`config.mk`:
```
export PLATFORM = sky130hd
export DESIGN_NAME = com_smoother_flat
export DESIGN_NICKNAME = d
export VERILOG_FILES = /design/src/rtl/com_smoother_if.sv /design/src/rtl/com_smoother.sv /design/src/flat_wrapper.sv
export SDC_FILE = /design/constraint.sdc
export NUM_CORES = 1
export LEC_CHECK = 0
export BUFFER_PORTS_ARGS = -buffer_cell sky130_fd_sc_hd__buf_4
export CORE_UTILIZATION = 25
export CTS_CLUSTER_DIAMETER = 150
export DETAILED_ROUTE_END_ITERATION = 6
export GPL_ROUTABILITY_DRIVEN = 0
export SYNTH_ARGS = -nofsm -noshare
export SYNTH_HDL_FRONTEND = slang
export SYNTH_SLANG_ARGS = --single-unit
```
`constraint.sdc`:
```
create_clock -name clk_in -period 3.8 [get_ports clk_in]
set_input_delay 0.76 -clock clk_in [delete_from_list [all_inputs] [get_ports clk_in]]
set_output_delay 0.76 -clock clk_in [all_outputs]
set_load 0.02 [all_outputs]
```
`src/rtl/com_smoother_if.sv`:
```
// com_smoother_if: centroid-in / smoothed-position-out bundle for com_smoother.
//   x_in, y_in        raw centroid from center_of_mass (11 / 10 bits)
//   valid_in          one-cycle pulse, x_in/y_in valid
//   frame_end_in      one-cycle pulse closing each frame window
//   x_out, y_out      smoothed position (11 / 10 bits)
//   valid_out         one-cycle pulse when x_out/y_out update
//   locked_out        level, high while tracking or coasting
// master drives the centroid side, slave is the smoother itself.
interface com_smoother_if;
  logic [10:0] x_in;
  logic [9:0]  y_in;
  logic        valid_in;
  logic        frame_end_in;
  logic [10:0] x_out;
  logic [9:0]  y_out;
  logic        valid_out;
  logic        locked_out;

  modport master (
    output x_in, y_in, valid_in, frame_end_in,
    input  x_out, y_out, valid_out, locked_out
  );

  modport slave (
    input  x_in, y_in, valid_in, frame_end_in,
    output x_out, y_out, valid_out, locked_out
  );
endinterface

```
`src/rtl/com_smoother.sv`:
```
// com_smoother: exponential-moving-average smoother for the per-frame centroid.
// Rejects single-frame outlier jumps, snaps after repeated rejections, coasts
// through short dropouts and reports lock status.
// Ports:
//   clk_in   system clock
//   rst_in   synchronous active-high reset
//   bus      com_smoother_if.slave (centroid in, smoothed position/lock out)
// Sample path: valid_in registered (p0), update computed from p0, outputs
// registered (p1) -> valid_out two cycles after valid_in.
module com_smoother #(
  parameter int ALPHA_SHIFT = 2,
  parameter int MAX_JUMP    = 200,
  parameter int REACQ_COUNT = 3,
  parameter int LOST_FRAMES = 8
) (
  input logic          clk_in,
  input logic          rst_in,
  com_smoother_if.slave bus
);

  localparam int XW  = 11;
  localparam int YW  = 10;
  localparam int DW  = XW + 1;
  localparam int AXW = XW + ALPHA_SHIFT;
  localparam int AYW = YW + ALPHA_SHIFT;
  localparam int MW  = $clog2(LOST_FRAMES + 1);
  localparam int RW  = $clog2(REACQ_COUNT + 1);

  typedef enum logic [1:0] {IDLE, TRACK, COAST} state_t;

  // acc + ((sample<<A) - acc) >>> A, arithmetic shift floors negative steps.
  // y shares this by zero-extension; its result stays within its own range.
  function automatic logic [AXW-1:0] ema_step(input logic [AXW-1:0] acc,
                                              input logic [XW-1:0]  sample);
    logic [AXW-1:0]      target;
    logic signed [AXW:0] diff;
    logic signed [AXW:0] sum;
    target = AXW'(sample) << ALPHA_SHIFT;
    diff   = $signed({1'b0, target}) - $signed({1'b0, acc});
    sum    = $signed({1'b0, acc}) + (diff >>> ALPHA_SHIFT);
    return AXW'(sum);
  endfunction

  function automatic logic [DW-1:0] abs_diff(input logic [XW-1:0] a,
                                             input logic [XW-1:0] b);
    logic signed [DW-1:0] d;
    d = $signed({1'b0, a}) - $signed({1'b0, b});
    return (d < 0) ? -d : d;
  endfunction

  state_t          state_q, state_d;
  logic            vld_p0_q, vld_p0_d;
  logic [XW-1:0]   x_p0_q, x_p0_d;
  logic [YW-1:0]   y_p0_q, y_p0_d;
  logic            vld_p1_q, vld_p1_d;
  logic [AXW-1:0]  acc_x_q, acc_x_d;
  logic [AYW-1:0]  acc_y_q, acc_y_d;
  logic [XW-1:0]   x_out_q, x_out_d;
  logic [YW-1:0]   y_out_q, y_out_d;
  logic [MW-1:0]   miss_cnt_q, miss_cnt_d;
  logic [RW-1:0]   rej_cnt_q, rej_cnt_d;
  logic            seen_q, seen_d;

  logic            do_snap, do_ema, outlier, miss;
  logic [DW-1:0]   abs_dx, abs_dy;

  always_comb begin
    state_d    = state_q;
    acc_x_d    = acc_x_q;
    acc_y_d    = acc_y_q;
    x_out_d    = x_out_q;
    y_out_d    = y_out_q;
    miss_cnt_d = miss_cnt_q;
    rej_cnt_d  = rej_cnt_q;
    vld_p1_d   = 1'b0;
    do_snap    = 1'b0;
    do_ema     = 1'b0;

    // stage p0: capture the raw sample
    vld_p0_d = bus.valid_in;
    x_p0_d   = bus.x_in;
    y_p0_d   = bus.y_in;

    // stage p1: classify the registered sample against the current output
    abs_dx  = abs_diff(x_p0_q, x_out_q);
    abs_dy  = abs_diff(XW'(y_p0_q), XW'(y_out_q));
    outlier = (abs_dx > DW'(MAX_JUMP)) || (abs_dy > DW'(MAX_JUMP));

    if (vld_p0_q) begin
      if (state_q == IDLE) begin
        do_snap    = 1'b1;
        state_d    = TRACK;
        rej_cnt_d  = '0;
        miss_cnt_d = '0;
      end else begin
        if (outlier) begin
          // The REACQ_COUNT-th consecutive rejection means the target really moved.
          if (rej_cnt_q == RW'(REACQ_COUNT - 1)) begin
            do_snap   = 1'b1;
            rej_cnt_d = '0;
          end else begin
            rej_cnt_d = rej_cnt_q + 1'b1;
          end
        end else begin
          do_ema    = 1'b1;
          rej_cnt_d = '0;
        end
        if (state_q == COAST) begin
          state_d    = TRACK;
          miss_cnt_d = '0;
        end
      end
    end

    if (do_snap) begin
      acc_x_d = AXW'(x_p0_q) << ALPHA_SHIFT;
      acc_y_d = AYW'(y_p0_q) << ALPHA_SHIFT;
    end else if (do_ema) begin
      acc_x_d = ema_step(acc_x_q, x_p0_q);
      acc_y_d = AYW'(ema_step(AXW'(acc_y_q), XW'(y_p0_q)));
    end
    if (do_snap || do_ema) begin
      x_out_d  = acc_x_d[AXW-1:ALPHA_SHIFT];
      y_out_d  = acc_y_d[AYW-1:ALPHA_SHIFT];
      vld_p1_d = 1'b1;
    end

    // Frame windows are judged on the live strobes so lock drops the cycle
    // after the closing frame_end; a coincident valid_in belongs to the window.
    miss   = bus.frame_end_in && !seen_q && !bus.valid_in;
    seen_d = bus.frame_end_in ? 1'b0 : (seen_q || bus.valid_in);

    if (miss) begin
      unique case (state_d)
        TRACK: begin
          miss_cnt_d = MW'(1);
          state_d    = COAST;
        end
        COAST: begin
          miss_cnt_d = miss_cnt_d + 1'b1;
          if (miss_cnt_d == MW'(LOST_FRAMES)) begin
            state_d   = IDLE;
            rej_cnt_d = '0;
          end
        end
        default: ;
      endcase
    end
  end

  always_ff @(posedge clk_in) begin
    if (rst_in) begin
      state_q    <= IDLE;
      vld_p0_q   <= 1'b0;
      vld_p1_q   <= 1'b0;
      acc_x_q    <= '0;
      acc_y_q    <= '0;
      x_out_q    <= '0;
      y_out_q    <= '0;
      miss_cnt_q <= '0;
      rej_cnt_q  <= '0;
      seen_q     <= 1'b0;
    end else begin
      state_q    <= state_d;
      vld_p0_q   <= vld_p0_d;
      vld_p1_q   <= vld_p1_d;
      acc_x_q    <= acc_x_d;
      acc_y_q    <= acc_y_d;
      x_out_q    <= x_out_d;
      y_out_q    <= y_out_d;
      miss_cnt_q <= miss_cnt_d;
      rej_cnt_q  <= rej_cnt_d;
      seen_q     <= seen_d;
    end
  end

  always_ff @(posedge clk_in) begin
    x_p0_q <= x_p0_d;
    y_p0_q <= y_p0_d;
  end

  assign bus.x_out      = x_out_q;
  assign bus.y_out      = y_out_q;
  assign bus.valid_out  = vld_p1_q;
  assign bus.locked_out = (state_q != IDLE);

endmodule

```
`src/flat_wrapper.sv`:
```
// flat-port wrapper written by rule: the top's interface ports become plain ports
module com_smoother_flat 
#(
  parameter int ALPHA_SHIFT = 2,
  parameter int MAX_JUMP    = 200,
  parameter int REACQ_COUNT = 3,
  parameter int LOST_FRAMES = 8
)
  (clk_in, rst_in, bus_x_in, bus_y_in, bus_valid_in, bus_frame_end_in, bus_x_out, bus_y_out, bus_valid_out, bus_locked_out);
  com_smoother_if bus_i ();
  input logic clk_in;
  input logic rst_in;
  input wire logic [$bits(bus_i.x_in)-1:0] bus_x_in;
  input wire logic [$bits(bus_i.y_in)-1:0] bus_y_in;
  input wire logic [$bits(bus_i.valid_in)-1:0] bus_valid_in;
  input wire logic [$bits(bus_i.frame_end_in)-1:0] bus_frame_end_in;
  output wire logic [$bits(bus_i.x_out)-1:0] bus_x_out;
  output wire logic [$bits(bus_i.y_out)-1:0] bus_y_out;
  output wire logic [$bits(bus_i.valid_out)-1:0] bus_valid_out;
  output wire logic [$bits(bus_i.locked_out)-1:0] bus_locked_out;
  assign bus_i.x_in = bus_x_in;
  assign bus_i.y_in = bus_y_in;
  assign bus_i.valid_in = bus_valid_in;
  assign bus_i.frame_end_in = bus_frame_end_in;
  assign bus_x_out = bus_i.x_out;
  assign bus_y_out = bus_i.y_out;
  assign bus_valid_out = bus_i.valid_out;
  assign bus_locked_out = bus_i.locked_out;
  com_smoother #(.ALPHA_SHIFT(ALPHA_SHIFT), .MAX_JUMP(MAX_JUMP), .REACQ_COUNT(REACQ_COUNT), .LOST_FRAMES(LOST_FRAMES)) u_core (.clk_in(clk_in), .rst_in(rst_in), .bus(bus_i));
endmodule
```
==> results of run 1 <==
==> per-layer routing <==
metal | global-route usage (%) | part of all wire (%) | vias to the layer above | wire [um]
li1 | - | - | 2953 | -
met1 | 15.9 | 51 | 2652 | 7610
met2 | 19.4 | 46 | 56 | 6840
met3 | 2.60 | 2.7 | 13 | 412
met4 | 2.88 | 1.1 | 0 | 159
met5 | 0 | 0 | - | 0
==> logic make-up (layout without fill, tap and decap cells) <==
kind of cell               after synthesis  after routing  share of synthesized area, %
xor gates and xnor gates                54             54                          7.67
muxes                                    6              6                          1.07
DFF                                     78             78                          25.3
AOI/OAI and AO/OA                      249            249                          26.3
and+or+nand+nor                        213            213                          17.1
buffers and inverters                  106            211                          7.04
adders and majority gates               74             74                          15.5
==> repair_timing <==
action	in CTS	in global routing
hold buffers	0	0
setup endpoints to repair	4	48
setup buffers	0	14
resized for setup	12	70
pin swaps	3	40
hold endpoints to repair	0	0
==> sequential cells by signal, summed over array words and instances, names as in the netlist <==
name and count:
u_core.rej_cnt_q 2, u_core.vld_p0_q 1, u_core.bus.x_out 11, u_core.acc_y_q 12, u_core.state_q 2, u_core.bus.valid_out 1
u_core.bus.y_out 10, u_core.y_p0_q 10, u_core.seen_q 1, u_core.x_p0_q 11, u_core.acc_x_q 13, u_core.miss_cnt_q 4
==> worst max-delay path, cell delays in order (launching register included) <==
cell	delay [ns]
dfxtp_2	0.33
inv_2	0.04
ha_4	0.16
or3_4	0.40
o221ai_4	0.21
o22ai_2	0.12
o21ai_1	0.15
nor2b_4	0.19
o21bai_4	0.07
a21o_1	0.18
xor2_1	0.14
ha_1	0.31
o21ai_1	0.07
a21oi_1	0.07
or3_1	0.38
a21oi_2	0.20
xnor2_2	0.16
and2_1	0.16
o21ai_1	0.06
a221oi_1	0.24
==> through the flow <==
stage | util (%) | instances | setup TNS [ns] | total power [mW] | hold WS, ns
3_3_place_gp | 29.9 | 1179 | -0.190 | 2.06 | 0.464
3_5_place_dp | 29.9 | 1179 | -0.402 | 2.07 | 0.468
5_1_grt | 32.9 | 1209 | -0.819 | 3.29 | 0.494
4_1_cts | 31.4 | 1195 | 0 | 2.99 | 0.477
6_report | 32.9 | 1209 | 0 | 3.08 | 0.473
2_1_floorplan | - | 780 | 0 | 1.77 | 0.451
==> worst min-delay path by stage <==
stage	to	cells after the start	from	slack, ns
floorplan	u_core.acc_x_q[10]$_SDFF_PP0_	2	u_core.acc_x_q[10]$_SDFF_PP0_	0.45
global placement	u_core.bus.x_out[4]$_SDFFE_PP0P_	2	u_core.bus.x_out[4]$_SDFFE_PP0P_	0.46
detailed placement	u_core.bus.y_out[3]$_SDFFE_PP0P_	2	u_core.bus.y_out[3]$_SDFFE_PP0P_	0.47
CTS	u_core.bus.x_out[3]$_SDFFE_PP0P_	2	u_core.bus.x_out[3]$_SDFFE_PP0P_	0.48
global route	u_core.y_p0_q[6]$_DFF_P_	1	bus_y_in[6]	0.49
finish	u_core.bus.x_out[6]$_SDFFE_PP0P_	2	u_core.bus.x_out[6]$_SDFFE_PP0P_	0.47
==> layout by cell type (no fill, tap or decap), drive strengths merged, types with 10 or more instances in the layout <==
| cell | synthesis | final |
|---|---|---|
| inv | 85 | 85 |
| nand3 | 11 | 11 |
| o21a | 13 | 13 |
| ha | 70 | 70 |
| xor2 | 17 | 17 |
| a21oi | 103 | 103 |
| xnor2 | 37 | 37 |
| nor3 | 16 | 16 |
| o21bai | 10 | 10 |
| a21o | 33 | 33 |
| clkbuf | 12 | 11 |
| nor2b | 14 | 14 |
| buf | 9 | 110 |
| o21ai | 30 | 30 |
| dfxtp | 78 | 78 |
| nor2 | 52 | 52 |
| nand2 | 69 | 69 |
==> power breakdown <==
part	total, mW	internal, mW	switching [mW]
combinational	1.28	0.618	0.664
sequential	0.913	0.868	0.0447
clock	0.889	0.527	0.362
total	3.08	2.01	1.07
==> area by class of cell <==
cell class                 count  area [sq um]  area share, %
clock inverter                 5          58.8          0.736
tap                          324           405           5.08
sequential                    78          1570           19.7
inverter                      85           319           3.99
clock buffer                  11           243           3.04
timing repair buffer         110           892           11.2
multi-input combinational    596          4500           56.3
==> results.tsv, run 1 <==
stage	metric	value	unit
synthesis	yosysMostFrequentCell	a21oi_1	
timing	hold_viol_final	0	
timing	period_minus_slack	3.73	ns
final_layout	area_delta_synth_final	29.5	%
synthesis	syn_nets	879	
pwr	pwr_density_cell	386	nW/um^2
floorplanning	core.rowCount	57	
clocking	clk_pin_slew_worst_paths	0.06	ns
synthesis	synth_area_leaders	dfxtp_1, ha_1, a21oi_1, xnor2_1, inv_1	
route	drt_iter0_drc	248	
route	detail_route.first_pass.iterations	4	
synthesis	ys_seq_area_share	25.3	%
synthesis	ys_types	75	
floorplanning	die_y	159	um
final_layout	fill_cells	2575	
setup_path	reg2reg_to	u_core.bus.x_out[10]$_SDFFE_PP0P_	
hold_path	hold_class	flip-flop to flip-flop	
clocking	clk_latency	0.35	ns
clocking	cts.sinks	78	
final_layout	final_area	7990	sq um
place	post-place-ws	-0.203	ns
place	placed_area	7260	sq um
setup_path	r2r_start	u_core.acc_x_q[3]$_SDFF_PP0_	
final_layout	insertedDiodeCount	0	
timing	fmax	0.268	GHz
status	outcome	finished clean	
route	wire_per_inst	12.4	um
grt	track_usage	11.9	%
setup_path	cp.required	4.06	ns
timing	setup_viol	0	
synthesis	synth_common_cells	a21oi_1, inv_1, dfxtp_1	
synthesis	syn_area	6170	sq um
timing	fin_ws	0.0691	ns
floorplanning	die_w	159	um
synthesis	ys_ff_latch	78	
pwr	ir_worst_vdd	217	uV
route	viasPerCell	4.69	
timing	rsz0062_at_grt	true	
clocking	htree_levels	3	
clocking	root_buffer	clkbuf_16	
synthesis	yosysTopAreaCell	dfxtp_1	
route	drc	0	
setup_path	crit_arrival	3.99	ns
synthesis	synthArstFlopShare	0	%
place	numPortBuffers	47	
clocking	cts_buffer_depth	2	
grt	grt_pass1_vias	5227	
setup_path	cp-start-kind	flip-flop	
clocking	tritoncts	yes	
timing	max_slew_margin	65.4	%
floorplanning	ios	48	
timing	worst_slew_pin_slew	0.517	ns
route	detail-route-antenna-nets	0	
floorplanning	core_area	24200	sq um
synthesis	synth_edf_count	0	
place	dp_hpwl	11000	um
setup_path	crit_end	u_core.bus.x_out[10]$_SDFFE_PP0P_	
grt	grt_pass1_wl	24800	um
timing	slew_viol_final	0	
grt	antenna_found_initial	0	
route	vias	5674	
synthesis	synth.top_cell.area_share	25.3	%
floorplanning	start_util	25.4	%
setup_path	startpoint	u_core.acc_x_q[3]$_SDFF_PP0_	
synthesis	synth_cells	780	
synthesis	avgSynthCellArea	7.91	sq um
setup_path	rrSetupSlack	0.07	ns
final_layout	drive_gt1_share	23.3	%
grt	grt_max_degree	41	
setup_path	cp_max_fo	3	
timing	finalCritPeriodShare	98.2	%
setup_path	reg2regPathDepth	19	
clocking	cts_buffers	9	
job	max_cap_viol_count	0	
grt	overflow	0	
floorplanning	dieArea	25300	sq um
setup_path	end_kind	flip-flop	
setup_path	crit_type	flip-flop to flip-flop	
timing	final.setup_skew	0.00591	ns
route	routed_wl	15000	um
synthesis	yosysWarnings	0	
final_layout	nNetsFinal	979	
synthesis	synth_ff_type	dfxtp_1	
pwr	leakage	3.42	nW
No activity file was read; power rests on OpenSTA's default activity.
==> run 2: changes to the inputs <==
--- a/config.mk
+++ b/config.mk
@@ -5,6 +5,7 @@
 export SDC_FILE = /design/constraint.sdc
 export NUM_CORES = 1
 export LEC_CHECK = 0
+export ABC_AREA = 1
 export BUFFER_PORTS_ARGS = -buffer_cell sky130_fd_sc_hd__buf_4
 export CORE_UTILIZATION = 25
 export CTS_CLUSTER_DIAMETER = 150
==> results.tsv, run 2 <==
stage	metric	value	unit	change
status	outcome	finished clean		
pwr	power_frac_seq	30.2	%	+0.6 points
hold_path	hold_class	flip-flop to flip-flop		
synthesis	ys_seq_area_share	22.6	%	-2.7 points
final_layout	largest-register	u_core.acc_x_q		
route	drc	0		unchanged
floorplanning	die_y	168	um	+5.7%
route	wire_per_inst	12.8	um	+3.1%
timing	fmax	0.282	GHz	+5.2%
grt	grt_max_degree	49		+20%
synthesis	yosysTopAreaCell	dfxtp_1		
route	viasPerCell	4.65		-0.93%
timing	rsz0062_at_grt	true		
timing	finalCritPeriodShare	93.3	%	-4.9 points
floorplanning	core_area	27000	sq um	+11%
floorplanning	dieArea	28300	sq um	+12%
setup_path	cp.required	4.08	ns	+0.02 ns
synthesis	synth_area_leaders	dfxtp_1, nand2_1, ha_1, inv_1, nand3_1		
pwr	total_power	2.99	mW	-2.9%
pwr	switching_share	39.1	%	+4.4 points
place	post-place-ws	0.0517	ns	+0.255 ns
route	vias	6886		+21%
final_layout	utilization	30.1	%	-2.9 points
setup_path	cp_max_fo	4		+1
synthesis	yosysMostFrequentCell	nand2_1		
route	detail_route.first_pass.iterations	5		+1
final_layout	insertedDiodeCount	0		unchanged
grt	antenna_found_initial	0		unchanged
timing	setup_viol	0		unchanged
timing	max_slew_margin	64.7	%	-0.67 points
final_layout	largest_reg_flops	13		unchanged
route	detail-route-antenna-nets	0		unchanged
timing	slew_viol_final	0		unchanged
floorplanning	die_w	168	um	+5.7%
clocking	cts_buffer_depth	2		unchanged
synthesis	avgSynthCellArea	6.35	sq um	-20%
synthesis	yosysWarnings	0		unchanged
final_layout	nNetsFinal	1234		+26%
timing	period_minus_slack	3.55	ns	-0.186 ns
timing	fin_ws	0.255	ns	+0.186 ns
place	dp.cells	1461		+24%
final_layout	top_regs	u_core.acc_x_q: 13 flops, u_core.acc_y_q: 12 flops		
clocking	cts.sinks	78		unchanged
synthesis	synth_edf_count	0		unchanged
grt	grt_pass1_vias	6528		+25%
synthesis	synth_common_cells	nand2_1, inv_1, nor2_1		
final_layout	drive_gt1_share	11.9	%	-11 points
timing	worst_slew_pin_slew	0.528	ns	+0.0113 ns
synthesis	synthArstFlopShare	0	%	unchanged
place	numPortBuffers	47		unchanged
floorplanning	core.rowCount	60		+5.3%
clocking	cts_buffers	9		unchanged
setup_path	end_kind	flip-flop		
clocking	clk_latency	0.35	ns	about the same
grt	track_usage	13.5	%	+1.6 points
setup_path	crit_type	flip-flop to flip-flop		
synthesis	syn_area	6900	sq um	+12%
pwr	leakage	4.12	nW	+20%
synthesis	synth.top_cell.area_share	22.6	%	-2.7 points
pwr	pwr-share-clk	29.9	%	+1.1 points
pwr	pwr_density_cell	368	nW/um^2	-4.7%
final_layout	final_common_cell	nand2_1		
job	max_cap_viol_count	0		unchanged
setup_path	cp-start-kind	flip-flop		
route	routed_wl	19000	um	+26%
final_layout	final_cell_count_no_fill	1481		+22%
synthesis	syn_nets	1186		+35%
synthesis	ys_types	40		-47%
pwr	intPower	1.82	mW	-9.4%
pwr	ir_worst_vdd	238	uV	+9.9%
setup_path	crit_arrival	3.83	ns	-0.16 ns
timing	final.setup_skew	0.00696	ns	+0.00105 ns
route	drt_iter0_drc	352		+42%
clocking	clk_pin_slew_worst_paths	0.07	ns	about the same
floorplanning	ios	48		unchanged
final_layout	mostFrequentLayoutCells	nand2_1, inv_1, nand3_1		
synthesis	ys_ff_latch	78		unchanged
synthesis	synth_cells	1087		+39%
pwr	combPwrFrac	39.9	%	-1.7 points
grt	grt_pass1_wl	31200	um	+25%
timing	hold_viol_final	0		unchanged
clocking	htree_levels	3		unchanged
floorplanning	start_util	25.5	%	+0.11 points
clocking	tritoncts	yes		
grt	overflow	0		unchanged
final_layout	final_area	8130	sq um	+1.8%
place	placed_area	7630	sq um	+5.1%
clocking	root_buffer	clkbuf_16		
pwr	switchingPower	1.17	mW	+9.2%
place	dp_hpwl	14300	um	+31%
synthesis	synth_ff_type	dfxtp_1		
final_layout	area_delta_synth_final	17.8	%	
-- run 2: cell count changes in the layout (fill, tap and decap cells not counted), sizes merged, moves of 25 or more --
cell   before  now
inv        85  154
nand3      11  100
nor2       52  110
nand4       4   34
a21o       33    7
buf       110   64
xnor2      37   12
nand2      69  328
-- run 2: cell type report --
type / instances / area, sq um
Sequential cell: 78 / 1560
Fill cell: 2943 / 18900
Inverter: 153 / 574
Clock inverter: 6 / 70.1
Timing Repair Buffer: 64 / 529
Multi-Input combinational cell: 829 / 4740
Tap cell: 341 / 427
Clock buffer: 10 / 229
-- run 2: power by group through the flow --
stage | combinational [mW] | clock [mW] | sequential (mW)
4_1_cts | 1.12 | 0.915 | 0.902
3_3_place_gp | 1.10 | 0 | 0.921
2_1_floorplan | 0.840 | 0 | 0.924
3_5_place_dp | 1.11 | 0 | 0.920
5_1_grt | 1.36 | 0.946 | 0.907
6_report | 1.19 | 0.895 | 0.903
-- run 2: cells by family after synthesis --
logic type / synth area share (%)
XOR/XNOR: 5.71
buffers and inverters: 11.2
adder cells (fa/ha/maj): 13.8
flip-flops: 22.6
AND/OR/NAND/NOR: 36.5
AO/OA/AOI/OAI: 10.1
-- run 2: metal layers --
metal	track usage (%)	part of all wire [%]
met5	0	0
met1	17.7	48
met3	1.90	4.1
met2	22.7	46
met4	4.55	2.0
-- run 2: through the flow --
step           TNS, ns  hold WS (ns)
5_1_grt        -0.0635         0.505
3_3_place_gp         0         0.477
2_1_floorplan        0         0.456
6_report             0         0.489
4_1_cts              0         0.490
3_5_place_dp         0         0.480
-- run 2: worst paths after layout --
path | from | end | slack (ns) | depth (start not counted)
max | u_core.acc_y_q[2]$_SDFF_PP0_ | u_core.bus.y_out[9]$_SDFFE_PP0P_ | 0.25 | 26
min reg2reg | u_core.rej_cnt_q[1]$_SDFF_PP0_ | u_core.rej_cnt_q[1]$_SDFF_PP0_ | 0.49 | 2
min | u_core.rej_cnt_q[1]$_SDFF_PP0_ | u_core.rej_cnt_q[1]$_SDFF_PP0_ | 0.49 | 2
max reg2reg | u_core.acc_y_q[2]$_SDFF_PP0_ | u_core.bus.y_out[9]$_SDFFE_PP0P_ | 0.25 | 26
-- run 2: timing repair --
action,4_1_cts,5_1_grt
resized for setup,0,42
setup buffers,0,3
hold buffers,0,0
setup endpoints to repair,0,46
-- run 2: worst max-delay path, stage by stage, from the launching register on --
cell and delay [ns]:
dfxtp_1 0.36, inv_1 0.06, ha_1 0.33, a21o_1 0.23
a21oi_2 0.17, o21bai_1 0.12, a21oi_2 0.16, o21ai_1 0.10
nand2_1 0.09, nand2_1 0.05, nand2_1 0.09, nand2_1 0.06
nand2_1 0.07, nand2_1 0.07, xor2_1 0.14, ha_1 0.34
nand2_1 0.09, nor2_1 0.14, nand3_1 0.10, o2111ai_1 0.14
xnor2_1 0.15, nand4_1 0.10, nand2_1 0.08, nand2_1 0.06
nand2_1 0.07, nor2_2 0.03, nor2_1 0.08
==> run 3: changes to the inputs <==
--- a/config.mk
+++ b/config.mk
@@ -5,12 +5,12 @@
 export SDC_FILE = /design/constraint.sdc
 export NUM_CORES = 1
 export LEC_CHECK = 0
-export ABC_AREA = 1
 export BUFFER_PORTS_ARGS = -buffer_cell sky130_fd_sc_hd__buf_4
 export CORE_UTILIZATION = 25
 export CTS_CLUSTER_DIAMETER = 150
 export DETAILED_ROUTE_END_ITERATION = 6
 export GPL_ROUTABILITY_DRIVEN = 0
+export REMOVE_ABC_BUFFERS = 1
 export SYNTH_ARGS = -nofsm -noshare
 export SYNTH_HDL_FRONTEND = slang
 export SYNTH_SLANG_ARGS = --single-unit
==> results.tsv, run 3 (synthesized netlist as in run 1, its figures left out) <==
stage	metric	value	unit	change
floorplanning	dieArea	25300	sq um	-11%
pwr	ir_worst_vdd	187	uV	-22%
setup_path	crit_arrival	3.96	ns	+0.13 ns
final_layout	largest_reg_flops	13		unchanged
timing	fmax	0.270	GHz	-4.3%
place	dp_hpwl	11500	um	-19%
route	detail-route-antenna-nets	0		unchanged
route	vias	5689		-17%
final_layout	area_delta_synth_final	31.4	%	
status	outcome	finished clean		
timing	hold_ws	0.479	ns	-0.0103 ns
hold_path	hold_class	flip-flop to flip-flop		
route	routed_wl	15700	um	-17%
timing	final.setup_skew	0.00939	ns	+0.00243 ns
setup_path	startpoint	u_core.acc_x_q[4]$_SDFF_PP0_		
floorplanning	core.rowCount	57		-5.0%
final_layout	mostFrequentLayoutCells	buf_4, a21oi_1, inv_1		
setup_path	cp.required	4.06	ns	-0.02 ns
final_layout	nNetsFinal	981		-21%
clocking	cts_buffers	9		unchanged
setup_path	cp_max_fo	3		-1
floorplanning	start_util	25.4	%	-0.11 points
floorplanning	ios	48		unchanged
clocking	tritoncts	yes		
grt	grt_max_degree	41		-16%
pwr	pwr_density_cell	389	nW/um^2	+5.8%
place	numPortBuffers	47		unchanged
final_layout	drive_gt1_share	23.5	%	+12 points
timing	worst_slew_pin_slew	0.506	ns	-0.0224 ns
final_layout	multi_input_area	4510	sq um	-4.8%
place	placed_area	7300	sq um	-4.4%
setup_path	r2r_start	u_core.acc_x_q[4]$_SDFF_PP0_		
setup_path	cp-start-kind	flip-flop		
timing	hold_viol_final	0		unchanged
final_layout	final_common_cell	buf_4		
timing	rsz0062_at_grt	true		
hold_path	worstHoldStart	u_core.bus.y_out[7]$_SDFFE_PP0P_		
clocking	htree_levels	3		unchanged
route	detail_route.first_pass.iterations	5		unchanged
place	post-place-ws	-0.0533	ns	-0.105 ns
job	max_cap_viol_count	0		unchanged
clocking	cts.sinks	78		unchanged
pwr	total_power	3.15	mW	+5.4%
final_layout	top_regs	u_core.acc_x_q: 13 flops, u_core.acc_y_q: 12 flops		
route	viasPerCell	4.70		+1.1%
pwr	leakage	3.48	nW	-15%
clocking	cts_buffer_depth	2		unchanged
timing	slew_viol_final	0		unchanged
final_layout	final_cell_count_no_fill	1210		-18%
route	drt_iter0_drc	249		-29%
clocking	clk_pin_slew_worst_paths	0.06	ns	about the same
route	drc	0		unchanged
floorplanning	core_area	24200	sq um	-10%
final_layout	insertedDiodeCount	0		unchanged
final_layout	register_area	1570	sq um	+0.48%
timing	period_minus_slack	3.70	ns	+0.159 ns
route	wire_per_inst	13.0	um	+1.4%
final_layout	fill_cells	2545		-14%
floorplanning	die_y	159	um	-5.4%
final_layout	final_area	8110	sq um	-0.32%
grt	overflow	0		unchanged
grt	antenna_found_initial	0		unchanged
setup_path	crit_type	flip-flop to flip-flop		
grt	track_usage	12.2	%	-1.3 points
grt	grt_pass1_vias	5372		-18%
clocking	root_buffer	clkbuf_16		
floorplanning	die_w	159	um	-5.4%
setup_path	end_kind	flip-flop		
timing	finalCritPeriodShare	97.5	%	+4.2 points
timing	max_slew_margin	66.1	%	+1.4 points
final_layout	largest-register	u_core.acc_x_q		
timing	fin_ws	0.0961	ns	-0.159 ns
place	dp.cells	1184		-19%
timing	setup_viol	0		unchanged
grt	grt_pass1_wl	25400	um	-18%
clocking	clk_latency	0.35	ns	about the same
-- run 3: layout make-up --
cell class / instances / area share, %
Multi-Input combinational cell: 596 / 55.7
Sequential cell: 78 / 19.4
Timing Repair Buffer: 112 / 12.0
Tap cell: 324 / 5.00
Inverter: 85 / 3.94
Clock buffer: 11 / 3.12
Clock inverter: 4 / 0.864
-- run 3: report_power, final --
part           internal, mW  switching [mW]  leakage [nW]  total, mW
sequential            0.868          0.0462         0.647      0.914
combinational         0.613           0.665          2.68       1.28
clock                 0.605           0.358         0.161      0.963
total                  2.09            1.07          3.48       3.15
-- run 3: critical path, cell delays in order, from the launching register on --
cell      delay (ns)
dfxtp_2         0.34
inv_2           0.04
ha_4            0.15
or3_4           0.39
o221ai_4        0.24
o22ai_2         0.11
o21ai_1         0.12
nor2b_2         0.16
o21bai_1        0.10
a21o_1          0.18
xor2_1          0.15
ha_1            0.30
o21ai_1         0.08
a21oi_1         0.07
or3_1           0.37
a21oi_2         0.18
xnor2_2         0.15
and2_1          0.16
o21ai_1         0.06
a221oi_1        0.26
-- run 3: path summary, 6_finish.rpt --
| path | cells past startpoint | endpoint | slack [ns] |
|---|---|---|---|
| max | 19 | u_core.bus.x_out[10]$_SDFFE_PP0P_ | 0.1 |
| min | 2 | u_core.bus.y_out[7]$_SDFFE_PP0P_ | 0.48 |
| max reg2reg | 19 | u_core.bus.x_out[10]$_SDFFE_PP0P_ | 0.1 |
| min reg2reg | 2 | u_core.bus.y_out[7]$_SDFFE_PP0P_ | 0.48 |
-- run 3: through the flow --
stage,util (%),setup TNS (ns)
finish,33.4,0
global route,33.4,-0.528
CTS,31.5,0
detailed placement,30.1,-0.537
global placement,30.1,-0.0142
floorplan,-,-59.90
-- run 3: what timing repair did --
| action | CTS | global route |
|---|---|---|
| resized for setup | 4 | 83 |
| endpoints found under the setup margin | 23 | 49 |
| hold buffers | 0 | 0 |
| pin swaps | 0 | 30 |
| gates cloned | 0 | 2 |
| buffers inserted | 0 | 9 |
-- run 3: metal layers --
metal  up-vias  part of all wire, %  wire length (um)  global-route usage (%)
li1       2964                    -                 -                       -
met1      2616                   51              7950                    16.5
met2        93                   44              6990                    19.6
met3        16                  3.8               604                    2.66
met4         0                  1.1               171                    3.19
met5         -                    0                 0                       0
